===== src/rtl/muldiv_hilo_ctrl_if.sv =====
// rtl/muldiv_hilo_ctrl_if.sv - request/response bundle between pipeline and mul/div HI/LO unit
// Ports (pipeline = master, unit = slave):
//   start/op/a/b      launch MULT/MULTU/DIV/DIVU/MTHI/MTLO
//   rd_hi/rd_lo       MFHI/MFLO request, rd_data returns the register
//   busy/stall        op in flight / pipeline must hold its request
//   done/div_by_zero  one-cycle completion pulses
//   hi/lo             architectural HI/LO
interface muldiv_hilo_ctrl_if #(
  parameter int WIDTH = 32
);
  logic             start;
  logic [2:0]       op;
  logic [WIDTH-1:0] a;
  logic [WIDTH-1:0] b;
  logic             rd_hi;
  logic             rd_lo;
  logic [WIDTH-1:0] rd_data;
  logic             busy;
  logic             stall;
  logic             done;
  logic             div_by_zero;
  logic [WIDTH-1:0] hi;
  logic [WIDTH-1:0] lo;

  modport master (
    output start, op, a, b, rd_hi, rd_lo,
    input  rd_data, busy, stall, done, div_by_zero, hi, lo
  );

  modport slave (
    input  start, op, a, b, rd_hi, rd_lo,
    output rd_data, busy, stall, done, div_by_zero, hi, lo
  );
endinterface


===== src/rtl/muldiv_hilo_ctrl.sv =====
// rtl/muldiv_hilo_ctrl.sv - iterative multiply/divide sequencer owning HI/LO
// Ports:
//   clk      rising-edge clock
//   reset_n  asynchronous active-low reset
//   bus      muldiv_hilo_ctrl_if.slave (start/op/a/b, rd_hi/rd_lo/rd_data,
//            busy/stall/done/div_by_zero, hi/lo)
module muldiv_hilo_ctrl #(
  parameter int WIDTH = 32
) (
  input  logic               clk,
  input  logic               reset_n,
  muldiv_hilo_ctrl_if.slave  bus
);
  localparam int CW = (WIDTH > 1) ? $clog2(WIDTH) : 1;
  localparam logic [CW-1:0] LAST = CW'(WIDTH - 1);

  typedef enum logic [1:0] {S_IDLE, S_MUL, S_DIV, S_FIX} state_t;

  state_t             r_state;
  logic               r_is_div;
  logic               r_neg;      // quotient/product must be negated
  logic               r_rneg;     // remainder takes sign of dividend
  logic               r_dz;
  logic [WIDTH-1:0]   r_m;        // multiplicand or divisor magnitude
  logic [2*WIDTH-1:0] r_acc;      // MUL: {partial, multiplier}; DIV: {rem, dividend/quotient}
  logic [CW-1:0]      r_cnt;
  logic [WIDTH-1:0]   r_hi;
  logic [WIDTH-1:0]   r_lo;
  logic               r_done;
  logic               r_dz_pulse;

  logic               w_signed;
  logic               w_a_neg;
  logic               w_b_neg;
  logic [WIDTH-1:0]   w_a_mag;
  logic [WIDTH-1:0]   w_b_mag;
  logic [WIDTH:0]     w_sum;
  logic [WIDTH:0]     w_trial;

  always_comb begin
    w_signed = ~bus.op[0];
    w_a_neg  = w_signed & bus.a[WIDTH-1];
    w_b_neg  = w_signed & bus.b[WIDTH-1];
    w_a_mag  = w_a_neg ? -bus.a : bus.a;
    w_b_mag  = w_b_neg ? -bus.b : bus.b;
    // Shift-add step: add multiplicand into the upper half when the current
    // multiplier bit is set; the carry becomes the new top bit after the shift.
    w_sum    = {1'b0, r_acc[2*WIDTH-1:WIDTH]} + (r_acc[0] ? {1'b0, r_m} : '0);
    // Restoring step: shift in the next dividend bit and try subtracting.
    w_trial  = {r_acc[2*WIDTH-1:WIDTH], r_acc[WIDTH-1]} - {1'b0, r_m};
  end

  always_ff @(posedge clk or negedge reset_n) begin
    if (!reset_n) begin
      r_state    <= S_IDLE;
      r_is_div   <= 1'b0;
      r_neg      <= 1'b0;
      r_rneg     <= 1'b0;
      r_dz       <= 1'b0;
      r_m        <= '0;
      r_acc      <= '0;
      r_cnt      <= '0;
      r_hi       <= '0;
      r_lo       <= '0;
      r_done     <= 1'b0;
      r_dz_pulse <= 1'b0;
    end else begin
      r_done     <= 1'b0;
      r_dz_pulse <= 1'b0;
      case (r_state)
        S_IDLE: begin
          if (bus.start && !bus.op[2]) begin
            r_is_div <= bus.op[1];
            r_neg    <= w_a_neg ^ w_b_neg;
            r_rneg   <= w_a_neg;
            r_dz     <= bus.op[1] && (bus.b == '0);
            r_cnt    <= '0;
            if (bus.op[1]) begin
              r_m     <= w_b_mag;
              r_acc   <= {{WIDTH{1'b0}}, w_a_mag};
              r_state <= S_DIV;
            end else begin
              r_m     <= w_a_mag;
              r_acc   <= {{WIDTH{1'b0}}, w_b_mag};
              r_state <= S_MUL;
            end
          end else if (bus.start && bus.op == 3'b100) begin
            r_hi <= bus.a;
          end else if (bus.start && bus.op == 3'b101) begin
            r_lo <= bus.a;
          end
        end
        S_MUL: begin
          r_acc <= {w_sum, r_acc[WIDTH-1:1]};
          r_cnt <= r_cnt + 1'b1;
          if (r_cnt == LAST) r_state <= S_FIX;
        end
        S_DIV: begin
          if (w_trial[WIDTH]) r_acc <= {r_acc[2*WIDTH-2:0], 1'b0};
          else                r_acc <= {w_trial[WIDTH-1:0], r_acc[WIDTH-2:0], 1'b1};
          r_cnt <= r_cnt + 1'b1;
          if (r_cnt == LAST) r_state <= S_FIX;
        end
        S_FIX: begin
          if (r_is_div) begin
            // Divide by zero leaves the remainder equal to |a|; restoring its
            // sign yields the original a in HI.
            r_lo       <= r_dz ? '1 : (r_neg ? -r_acc[WIDTH-1:0] : r_acc[WIDTH-1:0]);
            r_hi       <= r_rneg ? -r_acc[2*WIDTH-1:WIDTH] : r_acc[2*WIDTH-1:WIDTH];
            r_dz_pulse <= r_dz;
          end else begin
            {r_hi, r_lo} <= r_neg ? -r_acc : r_acc;
          end
          r_done  <= 1'b1;
          r_state <= S_IDLE;
        end
        default: r_state <= S_IDLE;
      endcase
    end
  end

  assign bus.busy        = (r_state != S_IDLE);
  assign bus.stall       = bus.busy & (bus.start | bus.rd_hi | bus.rd_lo);
  assign bus.rd_data     = bus.rd_hi ? r_hi : r_lo;
  assign bus.done        = r_done;
  assign bus.div_by_zero = r_dz_pulse;
  assign bus.hi          = r_hi;
  assign bus.lo          = r_lo;
endmodule


===== src/flat_wrapper.sv =====
// flat-port wrapper written by rule: the top's interface ports become plain ports
module muldiv_hilo_ctrl_flat 
#(
  parameter int WIDTH = 32
)
  (clk, reset_n, bus_start, bus_op, bus_a, bus_b, bus_rd_hi, bus_rd_lo, bus_rd_data, bus_busy, bus_stall, bus_done, bus_div_by_zero, bus_hi, bus_lo);
  muldiv_hilo_ctrl_if #(.WIDTH(WIDTH)) bus_i ();
  input  logic clk;
  input  logic reset_n;
  input wire logic [$bits(bus_i.start)-1:0] bus_start;
  input wire logic [$bits(bus_i.op)-1:0] bus_op;
  input wire logic [$bits(bus_i.a)-1:0] bus_a;
  input wire logic [$bits(bus_i.b)-1:0] bus_b;
  input wire logic [$bits(bus_i.rd_hi)-1:0] bus_rd_hi;
  input wire logic [$bits(bus_i.rd_lo)-1:0] bus_rd_lo;
  output wire logic [$bits(bus_i.rd_data)-1:0] bus_rd_data;
  output wire logic [$bits(bus_i.busy)-1:0] bus_busy;
  output wire logic [$bits(bus_i.stall)-1:0] bus_stall;
  output wire logic [$bits(bus_i.done)-1:0] bus_done;
  output wire logic [$bits(bus_i.div_by_zero)-1:0] bus_div_by_zero;
  output wire logic [$bits(bus_i.hi)-1:0] bus_hi;
  output wire logic [$bits(bus_i.lo)-1:0] bus_lo;
  assign bus_i.start = bus_start;
  assign bus_i.op = bus_op;
  assign bus_i.a = bus_a;
  assign bus_i.b = bus_b;
  assign bus_i.rd_hi = bus_rd_hi;
  assign bus_i.rd_lo = bus_rd_lo;
  assign bus_rd_data = bus_i.rd_data;
  assign bus_busy = bus_i.busy;
  assign bus_stall = bus_i.stall;
  assign bus_done = bus_i.done;
  assign bus_div_by_zero = bus_i.div_by_zero;
  assign bus_hi = bus_i.hi;
  assign bus_lo = bus_i.lo;
  muldiv_hilo_ctrl #(.WIDTH(WIDTH)) u_core (.clk(clk), .reset_n(reset_n), .bus(bus_i));
endmodule

===== config.mk =====
export PLATFORM = sky130hd
export DESIGN_NAME = muldiv_hilo_ctrl_flat
export DESIGN_NICKNAME = d
export VERILOG_FILES = /design/src/rtl/muldiv_hilo_ctrl_if.sv /design/src/rtl/muldiv_hilo_ctrl.sv /design/src/flat_wrapper.sv
export SDC_FILE = /design/constraint.sdc
export NUM_CORES = 1
export LEC_CHECK = 0
export ABC_AREA = 1
export BUFFER_PORTS_ARGS = -buffer_cell sky130_fd_sc_hd__buf_2
export CAP_MARGIN = 20
export CORE_MARGIN = 2
export CORE_UTILIZATION = 30
export CTS_CLUSTER_SIZE = 20
export DETAILED_ROUTE_END_ITERATION = 10
export HOLD_SLACK_MARGIN = 0.06
export SLEW_MARGIN = 0
export SYNTH_ARGS = -nofsm -noshare
export SYNTH_HDL_FRONTEND = slang
export SYNTH_SLANG_ARGS = --single-unit
export TNS_END_PERCENT = 100

===== constraint.sdc =====
create_clock -name clk -period 3.49 [get_ports clk]
set_input_delay 0.349 -clock clk [delete_from_list [all_inputs] [get_ports clk]]
set_output_delay 0.349 -clock clk [all_outputs]
set_load 0.02 [all_outputs]

# [Word level (Yosys, flattened, before mapping)]
# Index checks and enable logic that the tools add are counted.
[word_totals] input_bits=72 elab_cells=88 output_inout_bits=100 ff_bits=173
[op_classes] addsub=8 bitwise=7 n_eq_ne=12 muxes=31 n_reduce_logical=18
[op_table] operator="$mux W32" n=16
[op_table] operator="$mux W64" n=3
[op_table] operator="$pmux W64 S3" n=1
[op_table] operator="$neg A32 Y32" n=4
[op_table] operator="$pmux W32 S2" n=2
[op_table] operator="$neg A64 Y64" n=1
[op_table] operator="$add A32 B33 Y33" n=1
[op_table] operator="$sub A33 B32 Y33" n=1
[op_table] operator="$logic_not A32 Y1" n=1
[op_table] operator="$pmux W5 S2" n=1
[op_table] operator="$ne A2 B1 Y1 const B" n=4
[op_table] operator="$reduce_and A2 Y1" n=4
[op_table] operator="$eq A3 B3 Y1 const B" n=2
[op_table] operator="$mux W2" n=3
[op_table] operator="$pmux W2 S3" n=1
[op_table] operator="$reduce_bool A2 Y1" n=3
[op_table] operator="$add A5 B1 Y5 const B" n=1
[op_table] operator="$eq A5 B5 Y1 const B" n=1
[op_table] operator="$mux W5" n=1
[op_table] operator="$eq A2 B2 Y1 const B" n=2
[op_table] operator="$logic_and A1 B1 Y1" n=4
[op_table] operator="$ne A2 B2 Y1 const B" n=2
[op_table] operator="$reduce_and A4 Y1" n=1
[op_table] operator="$and A1 B1 Y1" n=3
[op_table] operator="other kinds (10)" n=13

# [Longest topological paths before layout]
# Gate-level depths: netlist of run 1.
[logic_depth] word_depth=6 ltp_mapped=20 depth_no_buf=19

# [Worst setup path after synthesis of run 1]
# OpenSTA, ideal clock, no wires.
[synth_timing] path_type="register to register" from="register u_core.r_acc[0]" to="register u_core.r_acc[63]" path_slack_ns=0.960 path_stages_with_launch=21 setup_ns=0.066 arrival_time_ns=2.464 period_less_slack_ns=2.530 required_time_ns=3.424 path_cell_list="dfrtp_1 buf_2 clkbuf_1 nand2_1 inv_1 ha_1 inv_1 fa_1 o21ai_0 nand2_1 nand2_1 nand2_1 nand2_1 nand2_1 nand3_1 nand2_1 nand2_1 nand2_1 nand2_1 nand2_1 nand2_1"
[synth_between] elab_chain_cells=3
[synth_rtl] item="start: declaration" line_no="muldiv_hilo_ctrl.sv:25" text="logic [2*WIDTH-1:0] r_acc;"
[synth_rtl] item="start signal: assignment" line_no="muldiv_hilo_ctrl.sv:80" text="r_acc <= {{WIDTH{1'b0}}, w_a_mag};"
[synth_rtl] item="start signal: assignment" line_no="muldiv_hilo_ctrl.sv:84" text="r_acc <= {{WIDTH{1'b0}}, w_b_mag};"
[synth_rtl] item="start signal: assignment" line_no="muldiv_hilo_ctrl.sv:94" text="r_acc <= {w_sum, r_acc[WIDTH-1:1]};"
[synth_rtl] item="$mux W32" line_no="muldiv_hilo_ctrl.sv:48" text="w_sum = {1'b0, r_acc[2*WIDTH-1:WIDTH]} + (r_acc[0] ? {1'b0, r_m} : '0);"
[synth_rtl] item="$add A32 B33 Y33" line_no="muldiv_hilo_ctrl.sv:48"
[synth_rtl] item="$pmux W64 S3" line_no="muldiv_hilo_ctrl.sv:70" text="case (r_state)"
# No other way between the ends.
# A chain may end at the register's enable or synchronous reset.

# [Final worst setup path of run 1]
[layout_timing] from="register u_core.r_acc[0]" to="register u_core.r_acc[39]"
# Same word-level chain as after synthesis.

==> flow_metrics.py, run 1 <==
metrics = {
    "synth": {
        "syn_area_sq_um": 18500,
        "synth_cells": 3220,
        "ys_warn_count": 0,
        "synthArstFlopShare": 1.00,
        "synth_top_area_share": 0.233,
        "synth_area_leaders": "dfrtp_1 (23%), nand2_1 (20%), nand3_1 (9.1%)",
        "synth_cell_types": 52,
        "synth.avg_cell_area_sq_um": 5.76,
        "synthesis.nets": 3368,
        "ys.flop_type": "dfrtp_1",
        "postSynthRegisterBits": 173,
        "ys_seq_area_frac": 0.233,
        "synth-edff-count": 0,
        "yosysTopAreaCell": "dfrtp_1",
    },
    "floorplan": {
        "rows": 91,
        "start_util": 0.302,
        "coreArea_sq_um": 61400,
        "dieWidth_microns": 253,
        "die_y_microns": 253,
        "num_io_pins": 172,
        "dieArea_sq_um": 63800,
    },
    "timing": {
        "tightest_slew_ns": 0.828,
        "finalSetupViolCount": 0,
        "slew_headroom": 0.442,
        "fin_crit_ns": 3.09,
        "fin_skew_ns": 0.0142,
        "final_hold_viol_count": 0,
        "rsz0062_at_grt": "no",
        "setup-tns-final_ns": 0,
        "period_share": 0.885,
        "drv_slew": 0,
        "fmax_ghz": 0.324,
    },
    "route": {
        "dr_wl_met3_mm": 9.47,
        "drt_iter0_drc": 2959,
        "postRouteAntennaNets": 0,
        "vias": 22700,
        "vias_per_cell": 5.46,
        "drt_wl_total_mm": 90.5,
        "dr.pass1.iters": 6,
        "routedLengthMet1_mm": 38.3,
        "drc": 0,
        "avgRoutedWirePerCell_microns": 21.8,
        "wl_met2_mm": 38.2,
        "top_layer": "met4",
    },
    "cts": {
        "cts_made_buffers": 17,
        "clock-sinks": 173,
        "cts_max_path_buffers": 2,
        "clk_pin_slew_ns": 0.09,
        "clock_latency_ns": 0.47,
        "htreeDepth": 4,
        "cts_root_buffer": "clkbuf_16",
        "tritoncts": "yes",
    },
    "power_and_ir_drop": {
        "power_leakage_nw": 11.2,
        "power.density_nw_per_um2": 1110,
        "vdd_ir_drop_max_uv": 940,
    },
    "outcome": {
        "outcome": "completed",
    },
    "min_path": {
        "hold_path_class": "input port to flop",
    },
    "worst_setup_path": {
        "end_kind": "flop",
        "slowest_delay_ns": 0.69,
        "path_class": "flop to flop",
        "cp.arrival_ns": 3.45,
        "cp-start-kind": "flop",
        "crit_buf_inv": 2,
        "cp_top_family": "compound AO/OA/AOI/OAI gates",
        "required_ns": 3.85,
        "crit_top_cell": "nand2_1",
        "cp_slowest_cell": "o21ai_0",
        "path_cells": "buf_4, nand2_1, inv_1, ha_1, a21oi_1, o21ai_0, nand2_1, nand2_1, nand2_1, nand2_1, o21ai_0, nand2_1, nand2_1, nand2_1",
        "crit_fanout": 18,
    },
    "placement": {
        "placedCellCount": 4123,
        "dp_hpwl_mm": 73.9,
        "numPortBuffers": 171,
        "gp_congestion": 1.07,
    },
    "flow_run": {
        "maxCapViolCount": 0,
    },
    "global_routing": {
        "grt_pass1_vias": 20600,
        "grt_overflow_total": 0,
        "grt_antenna_before_repair": 2,
        "grt_max_degree": 85,
        "grt_pass1_wl_mm": 133,
        "gr-usage-all-layers": 0.279,
    },
    "layout": {
        "syn2layout_area_growth_pct": 13.0,
        "drive_gt1_frac": 0.0936,
        "fin_cells": 4158,
        "num-nets-final": 3501,
    },
}
routing by layer:
metal  track usage  vias up
met4         0.123        0
met3        0.0639      227
met1         0.383    10500
li1              -    10700
met2         0.416     1287
met5             0        -
synth_stat cells (3+ instances only):
cell / count
a32oi_1: 3
o21ai_0: 187
o21a_1: 3
nor2_1: 374
o221ai_1: 11
nand2_4: 3
o21bai_1: 7
xor2_1: 46
nand3b_1: 21
nand2_1: 999
buf_1: 16
a21o_1: 5
o211ai_1: 19
nand3_1: 337
nand4_1: 34
ha_1: 74
buf_2: 18
a21oi_1: 195
inv_2: 17
clkinv_1: 4
nor4_1: 5
dfrtp_1: 173
or2_2: 10
a22oi_1: 38
nor3_1: 25
xnor2_1: 12
nor2_2: 9
mux2_2: 3
o21ai_2: 3
inv_1: 428
clkbuf_1: 69
o22ai_1: 21
nand2_2: 8
o21ai_1: 8
a31oi_1: 10
final timing paths:
check                                             from  slack [ns]                            to  depth (start not counted)
max                        u_core.r_acc[0]$_DFFE_PN0P_        0.40  u_core.r_acc[39]$_DFFE_PN0P_                         14
min                                          bus_b[31]        0.19      u_core.r_neg$_DFFE_PN0P_                          2
max reg2reg                u_core.r_acc[0]$_DFFE_PN0P_        0.40  u_core.r_acc[39]$_DFFE_PN0P_                         14
min reg2reg                u_core.r_cnt[4]$_DFFE_PN0P_        0.49   u_core.r_cnt[4]$_DFFE_PN0P_                          2
max in group asynchronous                      reset_n        2.16  u_core.r_acc[18]$_DFFE_PN0P_                          3
min in group asynchronous                      reset_n        0.49   u_core.r_cnt[2]$_DFFE_PN0P_                          2
through the flow:
stage | total power, mW | cell area, sq um | utilization | setup WS, ns | hold WS, ns
after floorplan | 14.9 | 18500 | - | 0.960 | 0.0534
after global placement | 20.8 | 20400 | 0.332 | 0.506 | 0.457
after detailed placement | 20.7 | 20400 | 0.332 | 0.527 | 0.459
after CTS | 22.7 | 20900 | 0.341 | 0.511 | 0.185
after global routing | 25.0 | 21000 | 0.341 | 0.160 | 0.191
final | 23.3 | 21000 | 0.341 | 0.401 | 0.193
sequential cells by signal (all words and copies together), names as in the netlist:
name and count:
u_core.bus.done 1, u_core.r_rneg 1, u_core.r_dz 1, u_core.bus.div_by_zero 1, u_core.r_neg 1, u_core.r_state 2
u_core.r_is_div 1, u_core.bus.lo 32, u_core.r_m 32, u_core.r_acc 64, u_core.bus.hi 32, u_core.r_cnt 5
kinds of logic (layout without fill, tap and decap cells):
| group | after synthesis | after routing | share of synthesized area |
|---|---|---|---|
| and+or+nand+nor | 1832 | 1832 | 0.412 |
| AOI/OAI and AO/OA | 522 | 522 | 0.159 |
| adders and majority gates | 76 | 76 | 0.0521 |
| DFF | 173 | 173 | 0.233 |
| muxes | 3 | 3 | 0.00182 |
| buffers and inverters | 556 | 702 | 0.115 |
| other | 0 | 2 | 0 |
| xor gates and xnor gates | 58 | 58 | 0.0274 |
worst reg2reg max path: stages (launching register included):
cell	delay, ns
dfrtp_1	0.38
buf_4	0.21
nand2_1	0.10
inv_1	0.07
ha_1	0.33
a21oi_1	0.28
o21ai_0	0.21
nand2_1	0.10
nand2_1	0.16
nand2_1	0.11
nand2_1	0.12
o21ai_0	0.69
nand2_1	0.11
nand2_1	0.08
nand2_1	0.05
what timing repair did:
item,4_1_cts,5_1_grt
endpoints found under the hold margin,81,0
gates resized for setup,0,0
hold buffers,1,0
buffers inserted,0,0
cell usage in the layout, fill, tap and decap left out, drive strengths merged, types with 5 or more instances in the layout:
| cell type | count |
|---|---|
| clkbuf | 18 |
| nor2 | 384 |
| nand3 | 339 |
| nor4 | 5 |
| a22oi | 38 |
| o211ai | 19 |
| nand2 | 1010 |
| buf | 219 |
| clkinv | 10 |
| ha | 74 |
| o21bai | 7 |
| nand4 | 34 |
| o221ai | 11 |
| a21o | 5 |
| a31oi | 10 |
| xor2 | 46 |
| nor3 | 25 |
| a21oi | 197 |
| inv | 452 |
| or2 | 10 |
| o22ai | 21 |
| xnor2 | 12 |
| nand3b | 21 |
| o21ai | 198 |
| dfrtp | 173 |
where the power goes:
part / internal, mW / leakage (nW) / total, mW / switching, mW
clock network: 0.956 / 0.281 / 1.98 / 1.02
registers: 2.98 / 2.11 / 4.09 / 1.11
logic: 4.92 / 8.77 / 17.2 / 12.3
total: 8.86 / 11.2 / 23.3 / 14.4
cell type report:
| cell class | count | area (sq um) |
|---|---|---|
| Sequential cell | 173 | 4330 |
| Tap cell | 790 | 988 |
| Clock buffer | 17 | 425 |
| Inverter | 449 | 1690 |
| Antenna cell | 2 | 5.00 |
| Fill cell | 6948 | 40400 |
| Multi-Input combinational cell | 2491 | 12100 |
| Clock inverter | 15 | 155 |
| Timing Repair Buffer | 221 | 1270 |
(Power assumes the default switching activity.)
==> inputs of run 2 (changes only) <==
SLEW_MARGIN = 10   (was 0)
clock period = 2.8 ns   (was 3.49 ns; I/O delays follow)
==> run 2 against run 1 <==
Net effect:
- final area rose by 3.6%
- combinational power is 28% higher
- total power grew 28%
- largest cell class unchanged
- maximum frequency rose by 15%
- global-route usage decreased by 0.13 points
- largest power group unchanged
- via count up 0.59%
- non-clock buffer count up 85
- hold slack lost 0.082 ns
- critical path depth grew 3
- clock power rose by 29%
- final cell count grew 2.0%
- critical endpoint is now u_core.r_acc[60]$_DFFE_PN0P_
- worst setup slack worse by 0.30 ns
==> flow_metrics.py, run 2 (same netlist as run 1, synthesis figures left out) <==
metrics = {
    "layout": {
        "top_register": "u_core.r_acc",
        "fillCellCount": 6836,
        "syn2layout_area_growth_pct": 17.0,
        "mostFrequentLayoutCell": "nand2_1",
        "num-nets-final": 3586,
        "fin_cells": 4241,
        "largest_reg_flops": 64,
        "drive_gt1_frac": 0.118,
        "final_cell_mix": "nand2_1 (995), inv_1 (428), nor2_1 (370), nand3_1 (337), a21oi_1 (193)",
    },
    "floorplan": {
        "die_y_microns": 253,
        "start_util": 0.302,
        "num_io_pins": 172,
        "dieArea_sq_um": 63800,
        "coreArea_sq_um": 61400,
        "rows": 91,
        "dieWidth_microns": 253,
    },
    "timing": {
        "drv_slew": 0,
        "setup-tns-final_ns": 0,
        "finalSetupViolCount": 0,
        "period_share": 0.962,
        "hold_slack_ns": 0.111,
        "fmax_ghz": 0.371,
        "slew_headroom": 0.415,
        "rsz0062_at_grt": "yes",
        "fin_crit_ns": 2.69,
        "tightest_slew_ns": 0.877,
        "fin_skew_ns": 0.0129,
        "final_hold_viol_count": 0,
    },
    "cts": {
        "cts_root_buffer": "clkbuf_16",
        "clk_pin_slew_ns": 0.07,
        "clock_latency_ns": 0.48,
        "cts_made_buffers": 17,
        "clock-sinks": 173,
        "tritoncts": "yes",
        "cts_max_path_buffers": 2,
        "htreeDepth": 4,
    },
    "power_and_ir_drop": {
        "clkPwrFrac": 0.086,
        "power.density_nw_per_um2": 1370,
        "vdd_ir_drop_max_uv": 1110,
        "pwr-share-seq": 0.169,
        "power_leakage_nw": 11.6,
        "switching_power_mw": 17.8,
        "swShare": 0.598,
        "combPwrFrac": 0.745,
        "p_int_mw": 11.9,
    },
    "worst_setup_path": {
        "end_kind": "flop",
        "path_class": "flop to flop",
        "required_ns": 3.16,
        "cp.arrival_ns": 3.06,
        "crit_fanout": 21,
        "cp-start-kind": "flop",
    },
    "global_routing": {
        "grt_antenna_before_repair": 0,
        "grt_pass1_wl_mm": 133,
        "gr-usage-all-layers": 0.278,
        "grt_overflow_total": 0,
        "grt_pass1_vias": 20800,
        "grt_max_degree": 71,
    },
    "outcome": {
        "outcome": "completed",
    },
    "route": {
        "avgRoutedWirePerCell_microns": 21.3,
        "drc": 0,
        "postRouteAntennaNets": 0,
        "dr.pass1.iters": 6,
        "vias": 22800,
        "drt_wl_total_mm": 90.2,
        "vias_per_cell": 5.38,
        "drt_iter0_drc": 2608,
    },
    "placement": {
        "gp_congestion": 1.03,
        "dp_hpwl_mm": 74.0,
        "placedCellCount": 4206,
        "numPortBuffers": 171,
    },
    "flow_run": {
        "maxCapViolCount": 0,
    },
    "min_path": {
        "hold_path_class": "input port to flop",
    },
}
run 2: changes by cell type in the layout (fill, tap and decap cells not counted), sizes merged:
cell    delta
buf       +85
bufinv     +2
clkbuf     +6
clkinv     -3
diode      -1
inv        -6
run 2: layer usage:
metal	GRT usage	part of all wire	up-vias
li1	-	-	10800
met1	0.382	0.43	10600
met2	0.424	0.43	1138
met3	0.0468	0.087	213
met4	0.128	0.050	0
met5	0	0	-
run 2: cell type report:
class,count,area [sq um],area share
multi-input combinational,2491,12100,0.559
timing repair buffer,306,1970,0.0909
clock inverter,8,106,0.00490
inverter,449,1690,0.0777
sequential,173,4330,0.200
tap,790,988,0.0455
clock buffer,23,488,0.0225
antenna,1,2.50,0.000115
run 2: repair_timing:
item	CTS	global route
hold endpoints to repair	62	0
setup buffers	0	2
hold buffers	1	0
setup endpoints to repair	0	33
gates resized for setup	0	12
run 2: final timing paths:
check / start / depth (start not counted) / slack (ns) / to
setup / recovery: u_core.r_acc[0]$_DFFE_PN0P_ / 17 / 0.11 / u_core.r_acc[60]$_DFFE_PN0P_
max in group asynchronous: reset_n / 3 / 1.60 / u_core.r_m[28]$_DFFE_PN0P_
min in group asynchronous: reset_n / 2 / 0.36 / u_core.r_acc[16]$_DFFE_PN0P_
setup reg to reg: u_core.r_acc[0]$_DFFE_PN0P_ / 17 / 0.11 / u_core.r_acc[60]$_DFFE_PN0P_
hold reg to reg: u_core.r_cnt[4]$_DFFE_PN0P_ / 2 / 0.50 / u_core.r_cnt[4]$_DFFE_PN0P_
hold / removal: bus_b[31] / 2 / 0.11 / u_core.r_neg$_DFFE_PN0P_
run 2: metrics by stage:
stage / utilization / area, sq um / total power, mW / setup slack, ns
after global placement: 0.343 / 21000 / 26.4 / 0.155
after CTS: 0.353 / 21600 / 29.1 / 0.135
after detailed placement: 0.343 / 21000 / 26.4 / 0.149
final: 0.354 / 21700 / 29.7 / 0.105
after floorplan: - / 18500 / 18.6 / 0.270
after global routing: 0.354 / 21700 / 31.9 / -0.0317
run 2: power groups by stage:
stage,clock [mW],sequential (mW),combinational [mW]
global route,2.66,5.11,24.2
global placement,0,5.00,21.4
finish,2.55,5.02,22.1
detailed placement,0,5.01,21.4
CTS,2.55,4.97,21.5
floorplan,0,5.12,13.5
run 2: worst max-delay path, stage by stage (launching register included):
cell     delay (ns)
dfrtp_1        0.41
buf_12         0.16
buf_12         0.15
nand2_1        0.07
inv_1          0.05
ha_1           0.31
buf_4          0.14
nand2_1        0.09
o21ai_0        0.46
a21oi_2        0.19
nor2_1         0.14
nor2_1         0.06
nand2_1        0.05
nand2_1        0.04
nand3_1        0.08
nand2_1        0.06
nand2_1        0.05
nand2_1        0.05
